--- src/rtl/dmem_arb_pkg.sv ---
// Shared encodings and sizing helper for the data-memory arbiter.
// Imported by the arbiter top and its starvation counter.
package dmem_arb_pkg;

    localparam logic [0:0] ST_ARB  = 1'b0;
    localparam logic [0:0] ST_LOCK = 1'b1;

    typedef enum logic {
        OWN_CORE   = 1'b0,
        OWN_LOADER = 1'b1
    } owner_t;

    // Wide enough to hold STARVE_MAX itself; degenerate values still get one bit.
    function automatic int starve_cnt_width(input int starve_max);
        return (starve_max < 1) ? 1 : $clog2(starve_max + 1);
    endfunction

endpackage

--- src/rtl/dmem_starve_counter.sv ---
// Counts consecutive cycles the core is refused while the loader holds a lock.
// Saturates at STARVE_MAX and flags it so the arbiter can force one core cycle.
module dmem_starve_counter
    import dmem_arb_pkg::*;
#(
    parameter int STARVE_MAX = 8
) (
    input  logic clk,
    input  logic reset,
    input  logic inc,
    input  logic clr,
    output logic hit
);

    localparam int CW = starve_cnt_width(STARVE_MAX);
    localparam logic [CW-1:0] CNT_MAX = CW'(STARVE_MAX);

    logic [CW-1:0] cnt_reg;

    // Clear wins over increment; the count never wraps past CNT_MAX.
    always_ff @(posedge clk or posedge reset) begin
        if (reset) begin
            cnt_reg <= '0;
        end else if (clr) begin
            cnt_reg <= '0;
        end else if (inc && (cnt_reg != CNT_MAX)) begin
            cnt_reg <= cnt_reg + CW'(1);
        end
    end

    assign hit = (cnt_reg == CNT_MAX);

endmodule

--- src/rtl/dmem_arbiter.sv ---
// Shares a single-port data memory between the core MEM stage and the loader.
// Round-robin per beat, loader burst locking with a core starvation guard.
module dmem_arbiter
    import dmem_arb_pkg::*;
#(
    parameter int N          = 32,
    parameter int M          = 32,
    parameter int STARVE_MAX = 8
) (
    input  logic         clk,
    input  logic         reset,
    input  logic         c_req,
    input  logic         c_we,
    input  logic [N-1:0] c_adr,
    input  logic [M-1:0] c_wdata,
    output logic         c_gnt,
    output logic         c_rvalid,
    output logic [M-1:0] c_rdata,
    input  logic         l_req,
    input  logic         l_we,
    input  logic [N-1:0] l_adr,
    input  logic [M-1:0] l_wdata,
    output logic         l_gnt,
    output logic         l_rvalid,
    output logic [M-1:0] l_rdata,
    input  logic         l_lock,
    output logic         mem_we,
    output logic [N-1:0] mem_adr,
    output logic [M-1:0] mem_din,
    input  logic [M-1:0] mem_dout
);

    logic [0:0]   state_reg, state_next;
    owner_t       last_reg, last_next;
    logic         in_lock, forced, starve_hit, lock_exit;
    logic         c_gnt_int, l_gnt_int, c_beat, l_beat;
    logic         cnt_inc, cnt_clr;
    logic         c_rvalid_reg, l_rvalid_reg;
    logic [M-1:0] c_rdata_reg, l_rdata_reg;

    assign in_lock = (state_reg == ST_LOCK);
    assign forced  = in_lock && starve_hit;

    // Grants are suppressed while reset is high so no stray write reaches memory.
    always_comb begin
        c_gnt_int = 1'b0;
        l_gnt_int = 1'b0;
        if (!reset) begin
            if (in_lock) begin
                if (forced) begin
                    c_gnt_int = c_req;
                end else begin
                    l_gnt_int = l_req;
                end
            end else if (c_req && l_req) begin
                c_gnt_int = (last_reg == OWN_LOADER);
                l_gnt_int = (last_reg == OWN_CORE);
            end else begin
                c_gnt_int = c_req;
                l_gnt_int = l_req;
            end
        end
    end

    assign c_beat = c_req && c_gnt_int;
    assign l_beat = l_req && l_gnt_int;

    // Leaving a lock hands the next tie to the core regardless of who moved last.
    always_comb begin
        state_next = state_reg;
        last_next  = last_reg;
        lock_exit  = 1'b0;
        if (c_beat) begin
            last_next = OWN_CORE;
        end
        if (l_beat) begin
            last_next = OWN_LOADER;
        end
        if (!in_lock) begin
            if (l_beat && l_lock) begin
                state_next = ST_LOCK;
            end
        end else if ((l_beat && !l_lock) || (!l_req && !l_lock)) begin
            state_next = ST_ARB;
            last_next  = OWN_LOADER;
            lock_exit  = 1'b1;
        end
    end

    assign cnt_inc = in_lock && c_req && !c_gnt_int;
    assign cnt_clr = !in_lock || !c_req || forced || lock_exit;

    dmem_starve_counter #(
        .STARVE_MAX (STARVE_MAX)
    ) u_starve (
        .clk   (clk),
        .reset (reset),
        .inc   (cnt_inc),
        .clr   (cnt_clr),
        .hit   (starve_hit)
    );

    always_ff @(posedge clk or posedge reset) begin
        if (reset) begin
            state_reg    <= ST_ARB;
            last_reg     <= OWN_LOADER;
            c_rvalid_reg <= 1'b0;
            l_rvalid_reg <= 1'b0;
            c_rdata_reg  <= '0;
            l_rdata_reg  <= '0;
        end else begin
            state_reg    <= state_next;
            last_reg     <= last_next;
            c_rvalid_reg <= c_beat && !c_we;
            l_rvalid_reg <= l_beat && !l_we;
            if (c_beat && !c_we) begin
                c_rdata_reg <= mem_dout;
            end
            if (l_beat && !l_we) begin
                l_rdata_reg <= mem_dout;
            end
        end
    end

    // Idle cycles present the core's address so a core read can start without a mux flip.
    assign mem_we  = (c_beat && c_we) || (l_beat && l_we);
    assign mem_adr = l_gnt_int ? l_adr : c_adr;
    assign mem_din = l_gnt_int ? l_wdata : c_wdata;

    assign c_gnt    = c_gnt_int;
    assign l_gnt    = l_gnt_int;
    assign c_rvalid = c_rvalid_reg;
    assign l_rvalid = l_rvalid_reg;
    assign c_rdata  = c_rdata_reg;
    assign l_rdata  = l_rdata_reg;

endmodule

--- config.mk ---
export PLATFORM = sky130hd
export DESIGN_NAME = dmem_arbiter
export DESIGN_NICKNAME = d
export VERILOG_FILES = /design/src/rtl/dmem_arb_pkg.sv /design/src/rtl/dmem_starve_counter.sv /design/src/rtl/dmem_arbiter.sv
export SDC_FILE = /design/constraint.sdc
export NUM_CORES = 1
export LEC_CHECK = 0
export ABC_AREA = 1
export BUFFER_PORTS_ARGS = -buffer_cell sky130_fd_sc_hd__buf_4
export CAP_MARGIN = 20
export CORE_AREA = 2 2 116 118
export DETAILED_ROUTE_END_ITERATION = 7
export DIE_AREA = 0 0 118 120
export HOLD_SLACK_MARGIN = 0.12
export PLACE_DENSITY = 0.61
export SLEW_MARGIN = 20
export SYNTH_ARGS = -nofsm -noshare
export SYNTH_HDL_FRONTEND = slang
export SYNTH_SLANG_ARGS = --single-unit
--- constraint.sdc ---
create_clock -name clk -period 2.5 [get_ports clk]
set_input_delay 0.5 -clock clk [delete_from_list [all_inputs] [get_ports clk]]
set_output_delay 0.5 -clock clk [all_outputs]
set_load 0.02 [all_outputs]
Word-level counts from Yosys, hierarchy flattened
Cells that the tools add are included.
{"block": "word_totals", "ff_bits": 72, "latch_bits": 0, "ramBits": 0, "mem_bits_ro": 0, "input_bits": 167, "out_inout_bits": 133, "wordCells": 59, "memories": 0}
{"block": "classes", "add_sub_neg": 1, "multipliers": 0, "div": 0, "n_lt_le_gt_ge": 0, "n_eq_ne": 2, "shift": 0, "muxes": 21, "bitwise_logic": 1, "n_reduce_logical": 27}
{"op": "$mux W32", "n": 2}
{"op": "$mux W1", "n": 17}
{"op": "$logic_and A1 B1 Y1", "n": 14}
{"op": "$mux W4", "n": 2}
{"op": "$logic_not A1 Y1", "n": 7}
{"op": "$logic_or A1 B1 Y1", "n": 5}
{"op": "$add A4 B1 Y4 const B", "n": 1}
{"op": "$eq A4 B4 Y1 const B", "n": 1}
{"op": "$ne A4 B4 Y1 const B", "n": 1}
{"op": "$reduce_bool A2 Y1", "n": 1}
{"op": "$not A1 Y1", "n": 1}

Depth between registers and ports, before layout
Gate-level depths: netlist of the first run.
{"block": "logic_depth", "ltp_word": 12, "mapped_depth": 10, "depth_no_buf": 9}

Hierarchy
A second synthesis of the first run with hierarchy kept.
{"block": "hier_totals", "cells_unflattened": 536, "hier_area_um2": 3788.6}
{"mod": "dmem_arbiter", "instances": 1, "cells_per_inst": 504, "area_per_inst_um2": 3550.9}
{"mod": "dmem_starve_counter", "instances": 1, "cells_per_inst": 32, "area_per_inst_um2": 237.7}

Worst setup path before layout of the first run
OpenSTA, ideal clock, no wires.
{"block": "synth_path", "path_type": "input -> output", "from": "input port l_req", "to": "output port mem_din[22]", "arrival_ns": 1.392, "setup_slack_ns": 0.608, "stages": 7, "n_path_buf": 1, "path_cell_list": "inv_1 -> nor2_2 -> nand2_2 -> nor2_4 -> buf_2 -> nand2_1 -> nand2_1"}
{"block": "synth_via", "elab_chain_cells": 5, "elab_cells_between_ends": 6, "cone_classes": "mux (5); reduce/logical (1)"}
{"element": "from (decl)", "line": "dmem_arbiter.sv:19", "source": "input logic l_req,"}
{"element": "$logic_and A1 B1 Y1", "line": "dmem_arbiter.sv:55", "source": "end else if (c_req && l_req) begin"}
{"element": "$mux W1", "line": "dmem_arbiter.sv:55"}
{"element": "$mux W1 *", "line": "dmem_arbiter.sv:49", "source": "if (in_lock) begin"}
{"element": "$mux W1 *", "line": "dmem_arbiter.sv:48", "source": "if (!reset) begin"}
{"element": "via l_gnt", "line": "dmem_arbiter.sv:23", "source": "output logic l_gnt,"}
{"element": "$mux W32 *", "line": "dmem_arbiter.sv:128", "source": "assign mem_din = l_gnt_int ? l_wdata : c_wdata;"}
{"element": "to (decl)", "line": "dmem_arbiter.sv:29", "source": "output logic [M-1:0] mem_din,"}
The timed path passes the listed nets; every way through them passes the cells marked *.

Worst setup path in the final report of the first run
{"block": "layout_path", "from": "register u_starve.cnt_reg[0]", "to": "output port mem_adr[1]"}
{"block": "layout_via", "elab_chain_cells": 6}
{"element": "from (decl)", "line": "dmem_starve_counter.sv:18", "source": "logic [CW-1:0] cnt_reg;"}
{"element": "from (signal assigned)", "line": "dmem_starve_counter.sv:27", "source": "cnt_reg <= cnt_reg + CW'(1);"}
{"element": "$eq A4 B4 Y1", "line": "dmem_starve_counter.sv:31", "source": "assign hit = (cnt_reg == CNT_MAX);"}
{"element": "$logic_and A1 B1 Y1", "line": "dmem_arbiter.sv:42", "source": "assign forced = in_lock && starve_hit;"}
{"element": "$mux W1", "line": "dmem_arbiter.sv:50", "source": "if (forced) begin"}
{"element": "$mux W1", "line": "dmem_arbiter.sv:49"}
{"element": "$mux W1", "line": "dmem_arbiter.sv:48"}
{"element": "$mux W32", "line": "dmem_arbiter.sv:127", "source": "assign mem_adr = l_gnt_int ? l_adr : c_adr;"}
{"element": "to (decl)", "line": "dmem_arbiter.sv:28", "source": "output logic [N-1:0] mem_adr,"}
Every way passes these cells.

==> flow_metrics.tcl, run 1 <==
set metrics [dict create \
    status "completed" \
    p_seq_frac 0.339 \
    critPathBufInv 3 \
    worst-r2r-setup-slack_ps 370 \
    remaining_drc_errors 0 \
    insertedDiodeCount 0 \
    min_path_type "input pin to async pin" \
    maxSlewHeadroom 0.6016 \
    ys.warnings.count 0 \
    ctsHtreeMaxLevel 3 \
    finalWirelength_um 15970 \
    arrival_ps 1840 \
    cts_buffers 9 \
    fin_crit_sh 0.9354 \
    fmax_mhz 427.6 \
    reg2reg_to "l_rdata[5]" \
    worst_pin_slew_ps 597.6 \
    syn2layout_area_growth_pct 73.22 \
    switchingPower_mw 1.737 \
    critical_path_depth 8 \
    internal-power_mw 3.095 \
    synthArstFlopShare 1.000 \
    synth_common_cells "300 x nand2_1, 71 x dfrtp_1, 40 x o21ai_1" \
    grt_max_degree 73 \
    rsz0062_at_grt "false" \
    layout-drive-gt1-share 0.4142 \
    path_cells "inv_1, ha_1, nand4_1, nand3_2, buf_12, nand2_1, nand2_1, buf_4" \
    startpoint_type "flip-flop" \
    ant_nets 0 \
    cpPeakStageDelay_ps 400 \
    finalHoldViolCount 0 \
    end_kind "output port" \
    cpLargestDelayFamily "simple AND/OR/NAND/NOR gates" \
    total_leakage_power_nw 3.711 \
    comb_power_share 0.408 \
    grt_pass1_vias 4399 \
    period_minus_slack_ps 2339 \
    start_util 0.2829 \
    p_sw_frac 0.3594 \
    antenna_found_initial 1 \
    die_area_mm2 0.01416 \
    fin_nets 968 \
    yosysMostFrequentCell "nand2_1" \
    firstDrtPassIters 4 \
    avgRoutedWirePerCell_um 16.30 \
    track_usage 0.2260 \
    path_class "flip-flop to output port" \
    power.density_mw_per_mm2 759.6 \
    drv_cap 0 \
    dp_hpwl_um 12730 \
    setup_violations 0 \
    yosys-top-cells-area "dfrtp_1 48%, nand2_1 31%, o21ai_1 5.5%" \
    clock_power_share 0.253 \
    die_h_um 120 \
    synth_cells 508 \
    holdBufCountCts 0 \
    crit_fanout 46 \
    gp_congestion 1.077 \
    synth_edf_count 0 \
    fp.dieW_um 118 \
    root_buffer "clkbuf_16" \
    finish.utilization 0.4901 \
    yosysSeqAreaShare 0.4910 \
    grt-ovfl-total 0 \
    slowest_stage "dfrtp_1" \
    postCtsSetupBuffers 0 \
    grt_pass1_wl_um 24680 \
    irDropWorstVdd_mv 0.5433 \
    yosysTopAreaCell "dfrtp_1" \
    yosysUniqueCellTypes 28 \
    cp.required_ps 2000 \
    std_cell_rows 42 \
    clkLatencyLatePin_ps 330 \
    crit_top_cell "nand2_1" \
    synth_top_flop_cell "dfrtp_1" \
    cts_sinks 72 \
    final.setup.tns_ps 0 \
    r2r_cells 10 \
    post_cts_resized 0 \
    r2r-start "u_starve.cnt_reg[0]" \
    postSynthAreaPerCell_um2 7.229 \
    dr_total_vias 4254 \
    fin_worst_skew_ps 3.179 \
    syn_area_mm2 0.003672 \
    path_clk_slew_ps 50 \
    cts_max_path_buffers 2 \
    io_pins 300 \
    ys_seq_elements 72 \
    first_iter_violations 309 \
    io_buffers 299 \
    maxSlewViolCount 0 \
    synth_top_area_share 0.4838 \
    coreArea_mm2 0.01298 \
    synthesis.nets 677 \
    via_per_inst 4.341 \
    cts_tree "built" \
    worst_hold_slack_ps 277.9 \
]
-- logic make-up (layout without fill, tap and decap cells) --
family | count (synthesis) | count (layout) | synth area share
flops | 72 | 72 | 0.4910
compound gates | 48 | 48 | 0.06780
xor+xnor | 2 | 2 | 0.004771
simple gates | 322 | 322 | 0.3455
fa+ha+maj | 2 | 2 | 0.006813
buf+inv | 62 | 358 | 0.08416
-- area by class of cell --
| cell class | instances | area, um^2 |
|---|---|---|
| well taps | 176 | 220.2 |
| inverters | 36 | 135.1 |
| repair buffers | 306 | 2351 |
| clock buffers | 12 | 236.5 |
| flip-flops and latches | 72 | 1803 |
| multi-input cells | 374 | 1570 |
| fillers | 1307 | 6619 |
| clock inverters | 4 | 45.04 |
-- worst max path at each step --
stage,from,to,slack (ps)
final,u_starve.cnt_reg[0],mem_adr[1],160
after global routing,u_starve.cnt_reg[0],mem_adr[12],20
after CTS,u_starve.cnt_reg[0],mem_adr[10],120
after detailed placement,reset,l_rdata[3],340
after global placement,reset,l_rdata[4],390
after floorplan,reset,c_rdata[0],180
-- cells in the final DEF (no fill, tap or decap), drive strengths merged, types with 2 or more instances in the layout --
cell      n
a21oi     3
buf     306
clkbuf   12
clkinv    3
dfrtp    71
ha        2
inv      36
nand2   302
nand3     7
nand4     3
nor2      9
o21ai    44
-- metal layers --
layer / global-route usage / routed length [um] / vias up
met1: 0.2897 / 6718 / 1911
met5: 0 / 8 / -
met4: 0.07530 / 380 / 2
li1: - / - / 2120
met2: 0.3626 / 7350 / 196
met3: 0.07082 / 1511 / 25
-- per-stage QoR --
step / setup slack (ps) / instances / power, mW / instance area, um^2
5_1_grt: 23.99 / 980 / 5.108 / 6361
3_3_place_gp: 391.4 / 964 / 3.618 / 6071
3_5_place_dp: 339.2 / 964 / 3.644 / 6071
4_1_cts: 122.7 / 980 / 4.893 / 6352
2_1_floorplan: 176.7 / 508 / 2.609 / 3672
6_report: 161.4 / 980 / 4.832 / 6361
-- power groups by stage --
stage / logic [mW] / registers [mW] / clock network, mW
after floorplan: 0.622 / 1.99 / 0
after global placement: 1.98 / 1.64 / 0
after detailed placement: 1.99 / 1.65 / 0
after CTS: 2.00 / 1.64 / 1.26
after global routing: 2.13 / 1.68 / 1.30
final: 1.97 / 1.64 / 1.22
-- worst register-to-register path: cells and delay by family, from the launching register on --
family	cells	cell delay, ps
simple gates	6	960
buf+inv	3	480
fa+ha+maj	1	170
flops	1	400
Note: power is estimated with default switching activity, not from simulation.
==> inputs of run 2 (changes only) <==
BUFFER_PORTS_ARGS = unset   (was -buffer_cell sky130_fd_sc_hd__buf_4)
CORE_AREA = 2 2 118 120   (was 2 2 116 118)
DIE_AREA = 0 0 120 122   (was 0 0 118 120)
DONT_BUFFER_PORTS = 1   (was unset)
GPL_TIMING_DRIVEN = 0   (was unset)
PLACE_DENSITY = 0.4   (was 0.61)
==> run 2 against run 1 <==
Sequential power up 26%. First-iteration DRC count down 62%. Clock skew up 3.3 ps. Fmax down 3.4%. Register-to-register slack better by 340 ps. Cell count down 28%. Combinational power down 59%. Core utilization down 17 points. Clock power up 11%. Largest cell class is now flip-flops and latches.
==> flow_metrics.tcl, run 2 (synthesized netlist as in run 1, its figures left out) <==
set metrics [dict create \
    status "completed" \
    ctsHtreeMaxLevel 3 \
    grt-ovfl-total 0 \
    clkLatencyLatePin_ps 340 \
    track_usage 0.1861 \
    fmax_mhz 413.0 \
    cts_sinks 72 \
    remaining_drc_errors 0 \
    die_area_mm2 0.01464 \
    maxSlewHeadroom 0.6766 \
    crit_top_cell "nand2_1" \
    placed_area_mm2 0.003920 \
    fin_nets 693 \
    end_kind "output port" \
    crit_fanout 10 \
    grt_pass1_vias 3286 \
    drv_cap 0 \
    fp.dieW_um 120 \
    die_h_um 122 \
    cts_max_path_buffers 2 \
    layout_commonest_cell "nand2_1" \
    fin_area_mm2 0.004355 \
    cpPeakStageDelay_ps 390 \
    finalHoldViolCount 0 \
    cts_tree "built" \
    finalWirelength_um 14090 \
    syn2layout_area_growth_pct 18.60 \
    cp.required_ps 2000 \
    final.setup.worst_slack_ps 78.85 \
    path_clk_slew_ps 60 \
    cts_buffers 9 \
    power.density_mw_per_mm2 965.7 \
    firstDrtPassIters 4 \
    final_cell_mix "278 x nand2_1, 71 x dfrtp_1, 40 x o21ai_1" \
    place_ws_ps 79.75 \
    startpoint_type "flip-flop" \
    fin_worst_skew_ps 6.497 \
    path_class "flip-flop to output port" \
    dp_hpwl_um 11350 \
    maxSlewViolCount 0 \
    total_leakage_power_nw 2.358 \
    arrival_ps 1920 \
    root_buffer "clkbuf_16" \
    io_pins 300 \
    std_cell_rows 43 \
    path_cells "inv_1, ha_1, nand4_1, nand3_2, buf_6, buf_2, nand2_1, nand2_1" \
    gp_congestion 0.8079 \
    setup_violations 0 \
    fin_crit_sh 0.9685 \
    seq_area_mm2 0.001803 \
    min_path_type "input pin to flip-flop" \
    first_iter_violations 116 \
    grt_pass1_wl_um 20070 \
    slowest_stage "dfrtp_1" \
    io_buffers 0 \
    period_minus_slack_ps 2421 \
    avgRoutedWirePerCell_um 19.84 \
    start_util 0.2719 \
    ant_nets 0 \
    multi_input_area_mm2 0.001625 \
    coreArea_mm2 0.01350 \
    irDropWorstVdd_mv 0.4303 \
    layout-drive-gt1-share 0.1531 \
    grt_max_degree 39 \
    dr_total_vias 3275 \
    worst_pin_slew_ps 485.0 \
    fillCellCount 1509 \
    final.setup.tns_ps 0 \
    antenna_found_initial 1 \
    via_per_inst 4.613 \
]
## run 2: cell count changes in the layout (fill, tap and decap cells not counted), sizes merged
cell         change
clkinvlp         +2
dlygate4sd3      +1
inv              +2
buf            -282
diode            +1
clkinv           -3
clkbuf           +5
## run 2: cell type report
class                   count  share of cell area
inverters                  36             0.03160
multi-input cells         374              0.3732
plain buffers              26             0.04453
diodes                      1           0.0005745
flip-flops and latches     72              0.4140
clock buffers              11             0.05803
clock inverters             5             0.01436
repair buffers              5             0.01207
well taps                 180             0.05171
## run 2: through the flow
step	instances	power [mW]	utilization	hold slack, ps
5_1_grt	709	4.445	0.3223	277.0
2_1_floorplan	508	2.609	-	453.2
6_report	710	4.206	0.3225	275.2
3_3_place_gp	688	2.851	0.2886	481.2
4_1_cts	706	4.250	0.3170	260.5
3_5_place_dp	689	2.868	0.2903	428.7
## run 2: where the power goes
| part | internal (mW) | switching, mW |
|---|---|---|
| clock | 0.834 | 0.517 |
| combinational | 0.248 | 0.550 |
| sequential | 1.46 | 0.598 |
## run 2: per-layer routing
metal,vias up,global-route usage,share of wire
li1,1578,-,-
met2,164,0.3129,0.50
met3,17,0.07116,0.11
met1,1516,0.2151,0.38
met5,-,0,0
met4,0,0.07059,0.020
## run 2: worst max-delay path, delay by kind of cell (launching register included)
| family | cells | cell delay (ps) |
|---|---|---|
| adders and majority gates | 1 | 180 |
| buffers and inverters | 3 | 460 |
| DFF | 1 | 390 |
| and+or+nand+nor | 4 | 570 |
## run 2: path summary, 6_finish.rpt
kind / start / end / slack, ps / depth (start not counted)
setup / recovery: u_starve.cnt_reg[0] / mem_adr[27] / 80 / 8
hold / removal: mem_dout[5] / l_rdata[5] / 280 / 2
setup reg to reg: u_starve.cnt_reg[0] / l_rdata[12] / 710 / 10
hold reg to reg: u_starve.cnt_reg[0] / u_starve.cnt_reg[0] / 540 / 2
max in group asynchronous: reset / c_rdata[27] / 1270 / 3
min in group asynchronous: reset / in_lock / 670 / 2
## run 2: what timing repair did
action                                  CTS  global route
endpoints found under the hold margin    33             0
pin swaps                                 1             2
gates resized for setup                  13            20
endpoints found under the setup margin   57            54
gates cloned                              0             0
setup buffers                             0             3
hold buffers                              1             0
==> inputs of run 3 (changes only) <==
CORE_AREA = 2 2 116 118   (was 2 2 118 120)
DIE_AREA = 0 0 118 120   (was 0 0 120 122)
PLACE_DENSITY = 0.42   (was 0.4)
SYNTH_HIERARCHICAL = 1   (was unset)
==> run 3 against run 2 <==
Power grew 9.8%. Largest cell class is now multi-input gates. Register-to-register slack lost 140 ps. Die area shrank 3.3%. Critical path type unchanged. Highest routed layer unchanged. Via count grew 7.7%. Fmax shrank 2.7%.
==> flow_metrics.tcl, run 3 <==
set metrics [dict create \
    setup_violations 0 \
    layout_commonest_cell "nand2_1" \
    std_cell_rows 42 \
    fmax_mhz 402.0 \
    layout-drive-gt1-share 0.3398 \
    postSynthAreaPerCell_um2 7.068 \
    avgRoutedWirePerCell_um 19.95 \
    synth_common_cells "348 x nand2_1, 71 x dfrtp_1, 28 x inv_1" \
    ctsHtreeMaxLevel 3 \
    period_minus_slack_ps 2487 \
    cts_sinks 72 \
    synthArstFlopShare 1.000 \
    end_kind "output port" \
    fin_area_mm2 0.005498 \
    syn2layout_area_growth_pct 45.11 \
    power.density_mw_per_mm2 840.0 \
    irDropWorstVdd_mv 0.4512 \
    io_buffers 0 \
    clkLatencyLatePin_ps 330 \
    rsz0062_at_grt "true" \
    worst_hold_slack_ps 110.0 \
    maxSlewViolCount 0 \
    grt_max_degree 71 \
    final.setup.tns_ps 0 \
    ys_seq_elements 72 \
    syn_area_mm2 0.003789 \
    firstDrtPassIters 4 \
    cts_buffers 9 \
    grt-ovfl-total 0 \
    synth_edf_count 0 \
    yosys-top-cells-area "dfrtp_1 47%, nand2_1 34%, buf_6 4.5%" \
    die_area_mm2 0.01416 \
    remaining_drc_errors 0 \
    first_iter_violations 179 \
    yosysTopAreaCell "dfrtp_1" \
    ys.warnings.count 6 \
    arrival_ps 1990 \
    start_util 0.2919 \
    synth_top_flop_cell "dfrtp_1" \
    p_total_mw 4.618 \
    fp.dieW_um 118 \
    startpoint "u_starve/cnt_reg[0]" \
    grt_pass1_wl_um 20620 \
    path_clk_slew_ps 60 \
    synth_top_area_share 0.4690 \
    placed_area_mm2 0.004011 \
    final_cell_mix "229 x nand2_1, 91 x nand2_4, 71 x dfrtp_1" \
    fin_worst_skew_ps 5.271 \
    die_h_um 120 \
    cts_max_path_buffers 2 \
    track_usage 0.1922 \
    status "completed" \
    path_class "flip-flop to output port" \
    ant_nets 0 \
    yosysUniqueCellTypes 21 \
    fin_crit_sh 0.9949 \
    finish.utilization 0.4236 \
    yosysSeqAreaShare 0.4759 \
    dr_total_vias 3528 \
    finalWirelength_um 14900 \
    grt_pass1_vias 3516 \
    synthesis.nets 705 \
    coreArea_mm2 0.01298 \
    total_leakage_power_nw 2.979 \
    gp_congestion 0.9221 \
    yosysMostFrequentCell "nand2_1" \
    cp.required_ps 2000 \
    min_path_type "input pin to async pin" \
    root_buffer "clkbuf_16" \
    fin_nets 735 \
    worst_pin_slew_ps 650.6 \
    maxSlewHeadroom 0.5662 \
    crit_fanout 5 \
    startpoint_type "flip-flop" \
    via_per_inst 4.723 \
    drv_cap 0 \
    antenna_found_initial 0 \
    cts_tree "built" \
    r2r-start "u_starve/cnt_reg[0]" \
    synth_cells 536 \
    insertedDiodeCount 0 \
    io_pins 300 \
    dp_hpwl_um 10840 \
    finalHoldViolCount 0 \
]
==> run 3: final timing paths <==
| path | endpoint | slack, ps | cells after the start |
|---|---|---|---|
| max reg2reg | l_rdata[0] | 570 | 14 |
| max | mem_adr[9] | 10 | 13 |
| min in group clk | l_rdata[6] | 280 | 2 |
| max in group asynchronous | u_starve/cnt_reg[0] | 1790 | 2 |
| min reg2reg | last_reg | 550 | 2 |
| min | l_rdata[25] | 110 | 1 |
==> run 3: cell families after synthesis <==
family | share of synthesized area
simple gates | 0.3768
flops | 0.4759
buf+inv | 0.09577
compound gates | 0.04492
fa+ha+maj | 0.006604
==> run 3: cell type report <==
class / instances / area [um^2]
Fill cell: 1307 / 7482
Multi-Input combinational cell: 405 / 2450
Sequential cell: 72 / 1803
Buffer: 26 / 302.8
Timing Repair Buffer: 19 / 285.3
Clock buffer: 13 / 260.3
Tap cell: 176 / 220.2
Inverter: 33 / 136.4
Clock inverter: 3 / 40.04
==> run 3: what timing repair did <==
action	4_1_cts	5_1_grt
endpoints found under the setup margin	66	65
cloned	0	8
hold buffers	1	0
resized for setup	79	168
pin swaps	13	53
endpoints found under the hold margin	4	0
setup buffers	5	5
==> run 3: metal layers <==
| metal | vias to the layer above | GRT usage | share of wire |
|---|---|---|---|
| li1 | 1681 | - | - |
| met1 | 1651 | 0.2156 | 0.37 |
| met2 | 170 | 0.3358 | 0.51 |
| met3 | 26 | 0.07795 | 0.091 |
| met4 | 0 | 0.05648 | 0.028 |
| met5 | - | 0 | 0 |
==> run 3: worst max-delay path, stage by stage, from the launching register on <==
cell and delay [ps]:
dfrtp_1 390, inv_2 90, ha_4 150, nand3_4 80
inv_2 80, inv_2 50, nand2_4 60, nand3_4 90
nand2_8 130, inv_8 50, clkbuf_16 160, buf_12 130
nand2_1 80, nand2_2 110
==> run 3: per-stage QoR <==
stage	instances	setup slack (ps)
global route	747	-66.65
CTS	734	2.192
detailed placement	712	-144.5
finish	747	12.68
floorplan	536	223.9
global placement	712	-117.3
==> run 3: power breakdown <==
group / internal, mW / switching, mW
Clock: 0.824 / 0.476
Sequential: 1.48 / 0.646
Combinational: 0.437 / 0.753
